**config.mk**
```make
export PLATFORM = sky130hd
export DESIGN_NAME = logic_op_arbiter
export DESIGN_NICKNAME = d
export VERILOG_FILES = /design/src/rtl/logic_op_pkg.sv /design/src/rtl/logic_unit.sv /design/src/rtl/logic_op_arbiter.sv
export SDC_FILE = /design/constraint.sdc
export NUM_CORES = 1
export LEC_CHECK = 0
export ABC_AREA = 1
export BUFFER_PORTS_ARGS = -buffer_cell sky130_fd_sc_hd__buf_2
export CAP_MARGIN = 20
export CORE_MARGIN = 1
export CORE_UTILIZATION = 47
export CTS_CLUSTER_DIAMETER = 200
export CTS_CLUSTER_SIZE = 10
export DETAILED_ROUTE_END_ITERATION = 12
export GPL_TIMING_DRIVEN = 0
export PLACE_DENSITY = 0.79
export SLEW_MARGIN = 20
export SYNTH_ARGS = -nofsm -noshare
export SYNTH_HDL_FRONTEND = slang
export SYNTH_HIERARCHICAL = 1
export SYNTH_SLANG_ARGS = --single-unit
```
**constraint.sdc**
```tcl
create_clock -name iClk -period 1.3 [get_ports iClk]
set_input_delay 0.195 -clock iClk [delete_from_list [all_inputs] [get_ports iClk]]
set_output_delay 0.195 -clock iClk [all_outputs]
set_load 0.005 [all_outputs]
```
**src/rtl/logic_op_pkg.sv**
```systemverilog
// rtl/logic_op_pkg.sv - shared constants, opcodes and FSM states for the logic-op arbiter
package logic_op_pkg;

    localparam int DATA_W = 8;
    localparam int CNT_W  = 16;

    localparam logic [1:0] OP_AND = 2'b00;
    localparam logic [1:0] OP_OR  = 2'b01;
    localparam logic [1:0] OP_NOT = 2'b10;
    localparam logic [1:0] OP_XOR = 2'b11;

    typedef enum logic [1:0] {
        ST_IDLE = 2'd0,
        ST_EXEC = 2'd1,
        ST_RESP = 2'd2
    } state_e;

endpackage

```
**src/rtl/logic_unit.sv**
```systemverilog
// rtl/logic_unit.sv - combinational 8-bit bitwise logic unit shared by both requesters
module logic_unit
    import logic_op_pkg::*;
(
    input  logic [1:0]        op_i,
    input  logic [DATA_W-1:0] a_i,
    input  logic [DATA_W-1:0] b_i,
    output logic [DATA_W-1:0] y_o
);

    always_comb begin
        y_o = '0;
        unique case (op_i)
            OP_AND:  y_o = a_i & b_i;
            OP_OR:   y_o = a_i | b_i;
            OP_NOT:  y_o = ~a_i;
            OP_XOR:  y_o = a_i ^ b_i;
            default: y_o = '0;
        endcase
    end

endmodule

```
**src/rtl/logic_op_arbiter.sv**
```systemverilog
// rtl/logic_op_arbiter.sv - two-requester round-robin arbiter in front of one shared logic unit
module logic_op_arbiter
    import logic_op_pkg::*;
(
    input  logic              iClk,
    input  logic              iRst_n,
    input  logic              iReq0_valid,
    output logic              oReq0_ready,
    input  logic [1:0]        iReq0_op,
    input  logic [DATA_W-1:0] iReq0_a,
    input  logic [DATA_W-1:0] iReq0_b,
    input  logic              iReq1_valid,
    output logic              oReq1_ready,
    input  logic [1:0]        iReq1_op,
    input  logic [DATA_W-1:0] iReq1_a,
    input  logic [DATA_W-1:0] iReq1_b,
    output logic              oRsp0_valid,
    output logic [DATA_W-1:0] oRsp0_data,
    input  logic              iRsp0_ready,
    output logic              oRsp1_valid,
    output logic [DATA_W-1:0] oRsp1_data,
    input  logic              iRsp1_ready,
    output logic              oBusy,
    output logic [CNT_W-1:0]  oDoneCnt
);

    state_e              state_q;
    logic                owner_q;
    logic                last_q;
    logic [1:0]          op_q;
    logic [DATA_W-1:0]   a_q;
    logic [DATA_W-1:0]   b_q;
    logic [DATA_W-1:0]   result_q;
    logic [1:0]          rsp_valid_q;
    logic [CNT_W-1:0]    done_cnt_q;
    logic [CNT_W-1:0]    done_cnt_d;

    logic                winner;
    logic                idle_ok;
    logic                grant;
    logic                rsp_hs;
    logic [DATA_W-1:0]   alu_y;

    // With both requesting, the one not served last wins; otherwise the lone requester does.
    assign winner  = (iReq0_valid && iReq1_valid) ? ~last_q : ~iReq0_valid;
    assign idle_ok = (state_q == ST_IDLE) && iRst_n;

    assign oReq0_ready = idle_ok && iReq0_valid && !winner;
    assign oReq1_ready = idle_ok && iReq1_valid &&  winner;
    assign grant       = oReq0_ready || oReq1_ready;

    assign rsp_hs = owner_q ? (rsp_valid_q[1] && iRsp1_ready)
                            : (rsp_valid_q[0] && iRsp0_ready);

    assign done_cnt_d = done_cnt_q + 1'b1;

    logic_unit u_logic_unit (
        .op_i (op_q),
        .a_i  (a_q),
        .b_i  (b_q),
        .y_o  (alu_y)
    );

    always_ff @(posedge iClk) begin
        if (!iRst_n) begin
            state_q     <= ST_IDLE;
            owner_q     <= 1'b0;
            last_q      <= 1'b1;
            op_q        <= '0;
            a_q         <= '0;
            b_q         <= '0;
            result_q    <= '0;
            rsp_valid_q <= '0;
            done_cnt_q  <= '0;
        end else begin
            unique case (state_q)
                ST_IDLE: begin
                    if (grant) begin
                        owner_q <= winner;
                        op_q    <= winner ? iReq1_op : iReq0_op;
                        a_q     <= winner ? iReq1_a  : iReq0_a;
                        b_q     <= winner ? iReq1_b  : iReq0_b;
                        state_q <= ST_EXEC;
                    end
                end
                ST_EXEC: begin
                    result_q    <= alu_y;
                    rsp_valid_q <= owner_q ? 2'b10 : 2'b01;
                    state_q     <= ST_RESP;
                end
                ST_RESP: begin
                    if (rsp_hs) begin
                        rsp_valid_q <= '0;
                        last_q      <= owner_q;
                        done_cnt_q  <= done_cnt_d;
                        state_q     <= ST_IDLE;
                    end
                end
                default: state_q <= ST_IDLE;
            endcase
        end
    end

    assign oRsp0_valid = rsp_valid_q[0];
    assign oRsp1_valid = rsp_valid_q[1];
    assign oRsp0_data  = rsp_valid_q[0] ? result_q : '0;
    assign oRsp1_data  = rsp_valid_q[1] ? result_q : '0;
    assign oBusy       = (state_q != ST_IDLE);
    assign oDoneCnt    = done_cnt_q;

endmodule

```
==> flow_summary.yaml <==
setup_path:
  arrival_ps: 1290
  endpoint: "oReq0_ready"
  cp-start-kind: "flop"
  path_cells: "inv_2, nand2_4, nor2_4, o21ai_4, nor2_4, buf_6"
  slowest_stage: "dfxtp_2"
  crit_path_start: "state_q[1]$_SDFFE_PN0P_"
  r2r_setup_slack_ps: -130
  reg2reg_to: "owner_q$_SDFFE_PN0P_"
  r2r-start: "last_q$_SDFFE_PN1P_"
  slowest_delay_ps: 350
  critPathMostFrequentCell: "nor2_4"
  endpoint_kind: "output port"
  worst-r2r-cell-count: 6
  required_ps: 1110
  setup.worst_path.class: "reg2out"
  path_max_fanout: 3
global_route:
  grtUsageTotal_pct: 23.8
  grt_busiest_layer: "met2"
  antenna_found_initial: 0
  use_met1_pct: 30.9
  grt_max_degree: 15
  overflow: 0
  grt_pass1_vias: 2695
  grt_pass1_wl_um: 11800
  use_met3_pct: 2.76
  use_met2_pct: 40.9
timing:
  layout_min_cycle_time_ps: 1490
  drv_slew: 0
  period_share_pct: 114
  rsz0062_at_grt: "yes"
  maxSlewHeadroom_pct: 71.0
  tightest_slew_ps: 433
  worst_clock_skew_ps: 12.3
  setup_violations: 10
  final_hold_viol_count: 0
  timing.fmax_mhz: 672
  setup_slack_ps: -187
status:
  status: "finished with violations"
  failed_checks: "negative setup slack"
clocking:
  tritoncts: "done"
  cts-hold-fix-buffers: 0
  htree_levels: 2
  numCtsBuffers: 5
  path_clk_slew_ps: 100
  clock_path_buffers: 2
  clock_sinks: 48
  clock_latency_ps: 310
  root_buffer: "clkbuf_8"
yosys:
  ys_seq_area_share_pct: 34.3
  syn_inst: 424
  synth_warnings: 6
  synthesis.area_um2: 2800
  synth.net_count: 483
  syn_avg_cell_area_um2: 6.61
  ys_seq_elements: 48
  yosysUniqueCellTypes: 28
finish:
  diodes: 0
  final_area_um2: 3980
  fill_cells: 455
  layout_common_cells: "buf_2 (82), nand2_1 (64), inv_1 (60)"
  multiInputGateArea_um2: 1770
  drive_gt1_share_pct: 40.1
  ff_latch_area_um2: 987
  synthToLayoutAreaGrowth_pct: 42.0
  final_common_cell: "buf_2"
  final_nets: 596
pwr:
  power_frac_comb_pct: 25.9
  sequentialPowerShare_pct: 44.8
  swShare_pct: 31.1
  p_int_mw: 2.57
  clockPowerShare_pct: 29.3
  power.total_mw: 3.73
  irDropWorstVdd_uv: 719
  p_leak_nw: 2.01
  p_switching_mw: 1.16
  p_per_area_nw_per_um2: 937
route:
  drc: 0
  postRouteAntennaNets: 0
  drt_iter0_markers: 204
  routedWlPerCell_um: 14.2
  vias_per_cell: 5.28
  vias: 3223
  first_pass_iters: 5
  drt-total-wl_um: 8650
floorplanning:
  io_pins: 79
  dieArea_um2: 6280
  chipHeight_um: 79.2
  initial_utilization_pct: 49.7
  core_area_um2: 5640
  die_x_um: 79.2
  rows: 27
placement:
  hpwl_um: 4990
  place_congestion: 0.843
  post_dp_cell_area_um2: 3280
  post-place-ws_ps: -197
  port_buffers: 78
min_path:
  worst_hold_path_type: "in2reg"
flow_run:
  maxCapViolCount: 0
[power groups by stage]
stage | clock, mW | combinational, mW | sequential (mW)
floorplan | 0 | 0.475 | 1.67
global placement | 0 | 0.649 | 1.68
detailed placement | 0 | 0.677 | 1.69
CTS | 1.08 | 0.775 | 1.66
global route | 1.17 | 1.06 | 1.68
finish | 1.09 | 0.967 | 1.67
[Yosys cell counts]
cell	count	area share, %
nand2_1	79	11
inv_1	64	8.6
nor2_1	52	7.0
dfxtp_1	48	34
o21ai_0	38	6.8
a21oi_1	28	5.0
nand3_1	28	5.0
ha_1	17	7.6
or2_2	16	3.6
o21ai_1	12	2.1
nand4_1	8	1.8
buf_2	7	1.2
nor3_1	4	0.71
buf_6	3	1.2
clkbuf_1	3	0.40
buf_1	2	0.27
inv_2	2	0.27
nor2_2	2	0.45
or2_1	2	0.45
a211oi_1	1	0.27
a31oi_1	1	0.22
and3b_1	1	0.31
buf_4	1	0.27
clkbuf_2	1	0.18
nor2_4	1	0.40
nor3_4	1	0.58
nor3b_1	1	0.27
o211ai_1	1	0.27
[per-stage QoR]
stage	cells	utilization (%)	TNS (ps)	hold slack (ps)
global route	610	70.6	-2610	173
global placement	574	58.2	-2850	461
CTS	594	64.2	-602	185
floorplan	424	-	0	373
finish	610	70.6	-802	163
detailed placement	574	58.2	-4370	468
[timing repair]
action / 4_1_cts / 5_1_grt
setup buffers: 12 / 14
setup endpoints to repair: 50 / 42
cloned: 0 / 3
pin swaps: 9 / 21
resized for setup: 47 / 81
[critical path, delay by kind of cell (launching register included)]
kind | cells | cell delay [ps]
DFF | 1 | 350
and+or+nand+nor | 3 | 320
buffers and inverters | 2 | 220
AOI/OAI and AO/OA | 1 | 100
[metal layers]
metal | up-vias | part of all wire (%)
met5 | - | 0
met4 | 0 | 4.0
met3 | 46 | 5.4
met2 | 144 | 49
met1 | 1465 | 42
li1 | 1568 | -
[worst min-delay path by stage]
| stage | start | end | slack, ps | cells after the start |
|---|---|---|---|---|
| after detailed placement | last_q$_SDFFE_PN1P_ | last_q$_SDFFE_PN1P_ | 470 | 2 |
| after global routing | iReq1_a[4] | a_q[4]$_SDFFE_PN0P_ | 170 | 3 |
| final | iReq1_b[1] | b_q[1]$_SDFFE_PN0P_ | 160 | 3 |
| after CTS | iReq1_a[0] | a_q[0]$_SDFFE_PN0P_ | 180 | 3 |
| after global placement | last_q$_SDFFE_PN1P_ | last_q$_SDFFE_PN1P_ | 460 | 2 |
| after floorplan | iRst_n | rsp_valid_q[1]$_SDFFE_PN0P_ | 370 | 2 |
[registers in the layout (all words and copies together) (netlist names)]
| register | cells |
|---|---|
| oDoneCnt | 16 |
| result_q | 8 |
| op_q | 2 |
| b_q | 8 |
| a_q | 8 |
| owner_q | 1 |
| rsp_valid_q | 2 |
| last_q | 1 |
| state_q | 2 |
[cell families (layout without fill, tap and decap cells)]
| kind of cell | count (synthesis) | after routing | share of synthesized area (%) |
|---|---|---|---|
| AOI/OAI and AO/OA | 81 | 81 | 14.7 |
| DFF | 48 | 48 | 34.3 |
| and+or+nand+nor | 195 | 195 | 31.1 |
| buffers and inverters | 83 | 197 | 12.4 |
| adders and majority gates | 17 | 17 | 7.59 |
[final cells by class]
class                      count  area share [%]
multi-input combinational    293            44.5
timing repair buffer         107            16.2
clock inverter                 2           0.880
clock buffer                   6            1.82
sequential                    48            24.8
tap                           72            2.26
inverter                      66            6.22
buffer                        16            3.30
No activity file was read; power rests on OpenSTA's default activity.
